<file path="src/rtl/plic_gateway.sv">
// plic_gateway: per-source interrupt gateway ahead of the PLIC priority tree.
// Synchronises raw sources and tracks each one through pending/claim/complete.
module plic_gateway #(
  parameter int NUM_SRC     = 8,
  parameter int SYNC_STAGES = 2,
  parameter int EDGE_CNT_W  = 2,
  parameter int ID_W        = 3
) (
  input  logic               pclk,
  input  logic               preset_n,
  input  logic [NUM_SRC-1:0] irq_src,
  input  logic [NUM_SRC-1:0] trig_mode,
  input  logic [NUM_SRC-1:0] irq_en,
  input  logic               claim_valid,
  input  logic [ID_W-1:0]    claim_id,
  input  logic               complete_valid,
  input  logic [ID_W-1:0]    complete_id,
  output logic [NUM_SRC-1:0] irq_req,
  output logic [NUM_SRC-1:0] pending,
  output logic [NUM_SRC-1:0] in_service
);

  typedef enum logic [1:0] {
    S_IDLE = 2'd0,
    S_PEND = 2'd1,
    S_SERV = 2'd2
  } state_e;

  localparam logic [EDGE_CNT_W-1:0] CNT_MAX = '1;

  logic [SYNC_STAGES-1:0][NUM_SRC-1:0] sync_q;
  logic [NUM_SRC-1:0] sync_dly_q;
  logic [NUM_SRC-1:0] sync;
  logic [NUM_SRC-1:0] rise;

  state_e                state_q [NUM_SRC];
  state_e                state_d [NUM_SRC];
  logic [EDGE_CNT_W-1:0] cnt_q   [NUM_SRC];
  logic [EDGE_CNT_W-1:0] cnt_d   [NUM_SRC];

  logic [NUM_SRC-1:0] claim_hit;
  logic [NUM_SRC-1:0] comp_hit;
  logic [NUM_SRC-1:0] edge_hit;
  logic [NUM_SRC-1:0] cnt_dec;
  logic [NUM_SRC-1:0] cnt_nz;

  logic [NUM_SRC-1:0] irq_req_q;
  logic [NUM_SRC-1:0] pend_q;
  logic [NUM_SRC-1:0] serv_q;

  assign sync = sync_q[SYNC_STAGES-1];
  assign rise = sync & ~sync_dly_q;

  // A same-id claim masks the complete so a serviced source stays put.
  always_comb begin
    claim_hit = '0;
    comp_hit  = '0;
    edge_hit  = '0;
    cnt_dec   = '0;
    cnt_nz    = '0;
    for (int n = 0; n < NUM_SRC; n++) begin
      claim_hit[n] = claim_valid && (claim_id == ID_W'(n));
      comp_hit[n]  = complete_valid && (complete_id == ID_W'(n))
                     && !(claim_valid && (claim_id == ID_W'(n)));
      edge_hit[n]  = trig_mode[n] && rise[n] && (state_q[n] != S_IDLE);
      cnt_dec[n]   = trig_mode[n] && comp_hit[n] && (state_q[n] == S_SERV);
      cnt_nz[n]    = (cnt_q[n] != '0);
    end
  end

  always_comb begin
    for (int n = 0; n < NUM_SRC; n++) begin
      state_d[n] = state_q[n];
      cnt_d[n]   = cnt_q[n];
      case (state_q[n])
        S_IDLE: begin
          if (trig_mode[n] ? rise[n] : sync[n]) state_d[n] = S_PEND;
        end
        S_PEND: begin
          if (claim_hit[n]) state_d[n] = S_SERV;
          else if (!trig_mode[n] && !sync[n]) state_d[n] = S_IDLE;
        end
        S_SERV: begin
          if (comp_hit[n]) begin
            if (trig_mode[n] && (cnt_nz[n] || rise[n])) state_d[n] = S_PEND;
            else state_d[n] = S_IDLE;
          end
        end
        default: state_d[n] = S_IDLE;
      endcase
      // A rise coinciding with completion is consumed as the re-pend itself.
      unique case (1'b1)
        !trig_mode[n]: cnt_d[n] = '0;
        edge_hit[n] && !cnt_dec[n]: begin
          if (cnt_q[n] != CNT_MAX) cnt_d[n] = cnt_q[n] + EDGE_CNT_W'(1);
        end
        cnt_dec[n] && !edge_hit[n] && cnt_nz[n]:
          cnt_d[n] = cnt_q[n] - EDGE_CNT_W'(1);
        default: cnt_d[n] = cnt_q[n];
      endcase
    end
  end

  always_ff @(posedge pclk or negedge preset_n) begin
    if (!preset_n) begin
      sync_q     <= '0;
      sync_dly_q <= '0;
      irq_req_q  <= '0;
      pend_q     <= '0;
      serv_q     <= '0;
      for (int n = 0; n < NUM_SRC; n++) begin
        state_q[n] <= S_IDLE;
        cnt_q[n]   <= '0;
      end
    end else begin
      sync_q     <= {sync_q[SYNC_STAGES-2:0], irq_src};
      sync_dly_q <= sync;
      for (int n = 0; n < NUM_SRC; n++) begin
        state_q[n]   <= state_d[n];
        cnt_q[n]     <= cnt_d[n];
        pend_q[n]    <= (state_q[n] == S_PEND);
        irq_req_q[n] <= (state_q[n] == S_PEND) && irq_en[n];
        serv_q[n]    <= (state_q[n] == S_SERV);
      end
    end
  end

  assign irq_req    = irq_req_q;
  assign pending    = pend_q;
  assign in_service = serv_q;

endmodule

</file>
<file path="config.mk">
export PLATFORM = sky130hd
export DESIGN_NAME = plic_gateway
export DESIGN_NICKNAME = d
export VERILOG_FILES = /design/src/rtl/plic_gateway.sv
export SDC_FILE = /design/constraint.sdc
export NUM_CORES = 1
export LEC_CHECK = 0
export ABC_AREA = 1
export CORE_ASPECT_RATIO = 0.5
export CORE_MARGIN = 5
export CORE_UTILIZATION = 30
export DETAILED_ROUTE_END_ITERATION = 12
export HOLD_SLACK_MARGIN = 0.05
export SLEW_MARGIN = 20
export SYNTH_ARGS = -nofsm -noshare
export SYNTH_HDL_FRONTEND = slang
export SYNTH_SLANG_ARGS = --single-unit
</file>
<file path="constraint.sdc">
create_clock -name pclk -period 1.2 [get_ports pclk]
set_clock_uncertainty 0.05 [all_clocks]
set_input_delay 0.24 -clock pclk [delete_from_list [all_inputs] [get_ports pclk]]
set_output_delay 0.24 -clock pclk [all_outputs]
set_load 0.01 [all_outputs]
</file>
Word level (Yosys, flattened, before mapping)
Cells that the tools add are included.
{"block": "classes", "n_reduce_logical": 202, "n_addsub": 16, "bitwise_logic": 2, "n_eq_ne": 70, "n_mux": 72}
{"op": "logical AND 1 bit", "count": 104}
{"op": "case mux 2 bit (3 select lines)", "count": 16}
{"op": "two-way mux 2 bit", "count": 40}
{"op": "inequality test 2 bit, second input constant", "count": 24}
{"op": "logical NOT 1 bit", "count": 40}
{"op": "nonzero test 2 bit", "count": 16}
{"op": "== test 3 bit, second input constant", "count": 8}
{"op": "inequality test 3 bit, second input constant", "count": 8}
{"op": "AND reduction 3 bit", "count": 8}
{"op": "nonzero test 3 bit", "count": 8}
{"op": "adder 2 x 1 -> 2 bit, second input constant", "count": 8}
{"op": "== test 2 x 1 -> 1 bit, second input constant", "count": 8}
{"op": "== test 2 bit, second input constant", "count": 8}
{"op": "logical NOT 2 bit", "count": 8}
{"op": "two-way mux 1 bit", "count": 16}
{"op": "inequality test 2 x 1 -> 1 bit, second input constant", "count": 8}
{"op": "AND reduction 2 bit", "count": 8}
{"op": "subtractor 2 x 1 -> 2 bit, second input constant", "count": 8}
{"op": "== test 3 x 2 -> 1 bit, second input constant", "count": 4}
{"op": "bitwise AND 8 bit", "count": 1}
{"op": "logical OR 1 bit", "count": 8}
{"op": "inverter 8 bit", "count": 1}
{"op": "== test 3 x 1 -> 1 bit, second input constant", "count": 2}
{"op": "logical NOT 3 bit", "count": 2}
{"block": "totals", "regBits": 80, "inputBits": 34}

Longest topological paths before layout
{"block": "depth", "word_depth": 10, "mapped_depth": 9, "mapped_depth_nobuf": 9}

Worst setup path after synthesis
Ideal clock, no wire load.
{"block": "synth_path", "path_kind": "reg-to-reg", "start": "register state_q[12] (netlist name)", "end": "register cnt_q[13] (netlist name)", "setup_ps": 118, "required_ps": 1032, "n_path_buf": 0, "path_slack_ps": 11, "stages_incl_launch_ff": 9, "arrival_time_ps": 1021, "cell_sequence": "dfrtp_1 -> inv_1 -> nand2_1 -> nor2_1 -> nand3_1 -> nand2_1 -> o21ai_0 -> inv_1 -> nand2_1"}
{"block": "synth_via", "elab_chain_len": 7, "elab_cells_between_ends": 13, "cone_classes": "2 x eq/ne; 1 x mux; 10 x reduce/logical"}
{"element": "start: declaration", "line": "36", "text": "state_e state_q [NUM_SRC];"}
{"element": "start signal: indexed assignment", "line": "119", "text": "state_q[n] <= state_d[n];"}
{"element": "nonzero test 2 bit", "line": "65", "text": "edge_hit[n] = trig_mode[n] && rise[n] && (state_q[n] != S_IDLE);"}
{"element": "logical AND 1 bit", "line": "65"}
{"element": "logical NOT 1 bit", "line": "97", "text": "cnt_dec[n] && !edge_hit[n] && cnt_nz[n]:"}
{"element": "logical AND 1 bit (2 in series)", "line": "97"}
{"element": "nonzero test 3 bit (no line)"}
{"element": "AND reduction 2 bit (no line)"}
{"element": "end signal: indexed assignment", "line": "120", "text": "cnt_q[n] <= cnt_d[n];"}
{"element": "end: declaration", "line": "38", "text": "logic [EDGE_CNT_W-1:0] cnt_q [NUM_SRC];"}
Parallel ways exist; a longest one is shown, timed or not.
A chain may end at the register's enable or synchronous reset.

Worst setup path in the final report
{"block": "layout_path", "start": "register state_q[0] (netlist name)", "end": "register cnt_q[1] (netlist name)"}
Same word-level chain as after synthesis.

==> results.md <==
- Maximum VDD drop: 0.621 mV
- Slew margin rel.: 0.824
- Initial antenna violation count: 0
- Via/cell ratio: 4.34
- Io pins: 58
- Synthesized area: slightly below 4000 sq um
- DRC errors left: 0
- TNS Setup: -197 ps
- Clock slew at reported path FFs: 60 ps
- Post-Syn Nets: around 540
- Total track usage: 0.120
- Commonest cells post-synth: nand2_1 (122), inv_1 (107), dfrtp_1 (80)
- Dpl cells: 777
- Post-synth EDFFs: 0
- Outcome: complete, but fails checks
- Final Hold Viols: 0
- CTS tree: built
- Violated checks: negative setup slack
- Synth area leaders: dfrtp_1 (52%), nand2_1 (12%), inv_1 (10%)
- Fraction of layout cells with a size suffix above 1: 0.320
- Grt ovf: 0
- Ys async rst share: 1.00
- Fin crit period: approximately 1300 ps
- Syn. warnings: 0
- Hold WS: ~210 ps
- Top FF cell, synth: dfrtp_1
- Die Wd: 170 um
- Area growth, synth to finish: 45.0%
- Fin nets: 664
- Max Cap Viol: 0
- H-tree Lvls: 3
- Syn Inst Count: 501
- Drt wl/cell: 11.2 um
- Final Cycle Share: 1.05
- WL final: between 9 and 10 mm
- Crit Path Max Fanout: 3
- Non-filler cells, final: roughly 810
- DR pass1 iterations: 4
- GP Congestion: between 0.8 and 0.9
- Max Clk Rate: ~790 MHz
- Final setup fails: 6
- Main combinational cell family by area after synthesis: simple AND/OR/NAND/NOR gates
- Post-DP HPWL: between 6 and 7 mm
- Final Max Tran Viols: 0
- Worst-Margin Slew: 263 ps
- DR iter-0 viols: about 170
- XOR/XNOR Fraction of Synth Area: 0
- Vias in the first global route: 3407
- Kind of critical path: reg2reg
- Synth Area in Compound Gates: 0.0713
- Cell type with the largest total area after synthesis: dfrtp_1
- Num CTS Buffers: 9
- CTS sink cnt: 80
- Mux cell area share after synthesis: 0
- First-pass GRT wire length: 15.1 mm
- CP Capture Type: register
- Leak: between 2 and 3 nW
- Post-synth top area share: 0.519
- Routed vias: approximately 3500
- Setup ws final: -64.2 ps
- Distinct cells, synth: 23
- Count leader, synth: nand2_1
- Hold Path Class: in2async
- Data required time of the worst path: 1380 ps
- Layout filler cell count: 1238
- FF+latch area: 2010 sq um
- Seq/Total Area, Yosys: 0.519
- Pwr Density: ~1600 nW/um^2
- Die footprint: 15400 sq um
- Number of synthesized register bits: 80
- RSZ-0062 raised after global routing: yes
- # diodes: 0
- Multi-input gate area: 1720 sq um
- Synth Area in Adders: 0
- Row Count: 29
- Core area: 12600 sq um
- Maximum clock insertion buffer count: 2
- Largest net degree at the start of global routing: 44
- Starting Density: 0.306
- Skew-Pair Late Insertion Delay: 330 ps
- Syn avg cell area: a little under 8 sq um
- DP Worst Slack: -623 ps
- Root buffer cell: clkbuf_16
- Final Power: between 8 and 9 mW
- Simple-Gate Fraction of Synth Area: 0.304
- Critical Path Source Type: register
- IO Port Bufs: 57
- Post-DRT Antenna Nets: 0
- Die height: 90.2 um
- Worst path arrival time: ~1400 ps
## layer usage
layer  global-route usage  wire, um
met5                    0         0
met4               0.0399       112
met3               0.0399       250
met2                0.197      4460
met1                0.147      4210
## placed cells by master (no fill, tap or decap), drive strengths merged, types with 8 or more instances in the layout
cell type	synthesis	layout
nor2	83	83
clkdlybuf4s50	0	21
buf	0	85
nand2	124	124
clkbuf	0	11
dfrtp	80	80
o22ai	8	8
o21ai	24	24
dlygate4sd2	0	8
nand4	30	30
inv	109	109
nand3	21	21
## final timing paths
path / end / startpoint / depth (start not counted) / slack [ps]
max: cnt_q[1] / state_q[0] / 8 / -60
min: pending[2] / preset_n / 2 / 210
max reg2reg: cnt_q[1] / state_q[0] / 8 / -60
min reg2reg: sync[7] / sync_q[7] / 0 / 300
max in group asynchronous: state_q[1] / preset_n / 3 / 440
min in group pclk: sync[7] / sync_q[7] / 0 / 300
## report_power, final
group,internal (mW),switching [mW],total (mW)
clock network,1.72,1.07,2.79
registers,3.21,0.312,3.53
logic,1.18,1.44,2.62
## critical path, stage by stage (launching register included)
cell,delay [ps]
dfrtp_1,400
inv_2,80
nand2_2,60
nor2_2,110
nand3_2,130
nor2_4,140
nand2_2,70
nand4_1,70
nand2_1,50
## timing repair
item                       4_1_cts  5_1_grt
hold endpoints to repair        80        0
resized for setup              126       91
pin swaps                       15       39
setup buffers                    2        9
hold buffers                     1        0
setup endpoints to repair       54       22
## stage by stage
stage	utilization	area, sq um
after floorplan	-	3860
after global placement	0.399	5030
after detailed placement	0.399	5030
after CTS	0.419	5300
after global routing	0.443	5600
final	0.443	5600
## flip-flops by register name, indices dropped and copies added, names as in the netlist
| register | cells |
|---|---|
| cnt_q | 16 |
| sync | 8 |
| pending | 8 |
| irq_req | 8 |
| sync_dly_q | 8 |
| state_q | 16 |
| sync_q | 8 |
| in_service | 8 |
## kinds of logic after synthesis
kind of cell,Yosys count
compound gates,48
buf+inv,109
simple gates,264
flops,80
## cell type report
class	count	area share
Clock buffer	11	0.0452
Multi-Input combinational cell	312	0.308
Tap cell	170	0.0380
Inverter	109	0.0731
Timing Repair Buffer	118	0.168
Clock inverter	5	0.00984
Sequential cell	80	0.358
No activity file was read; power rests on OpenSTA's default activity.
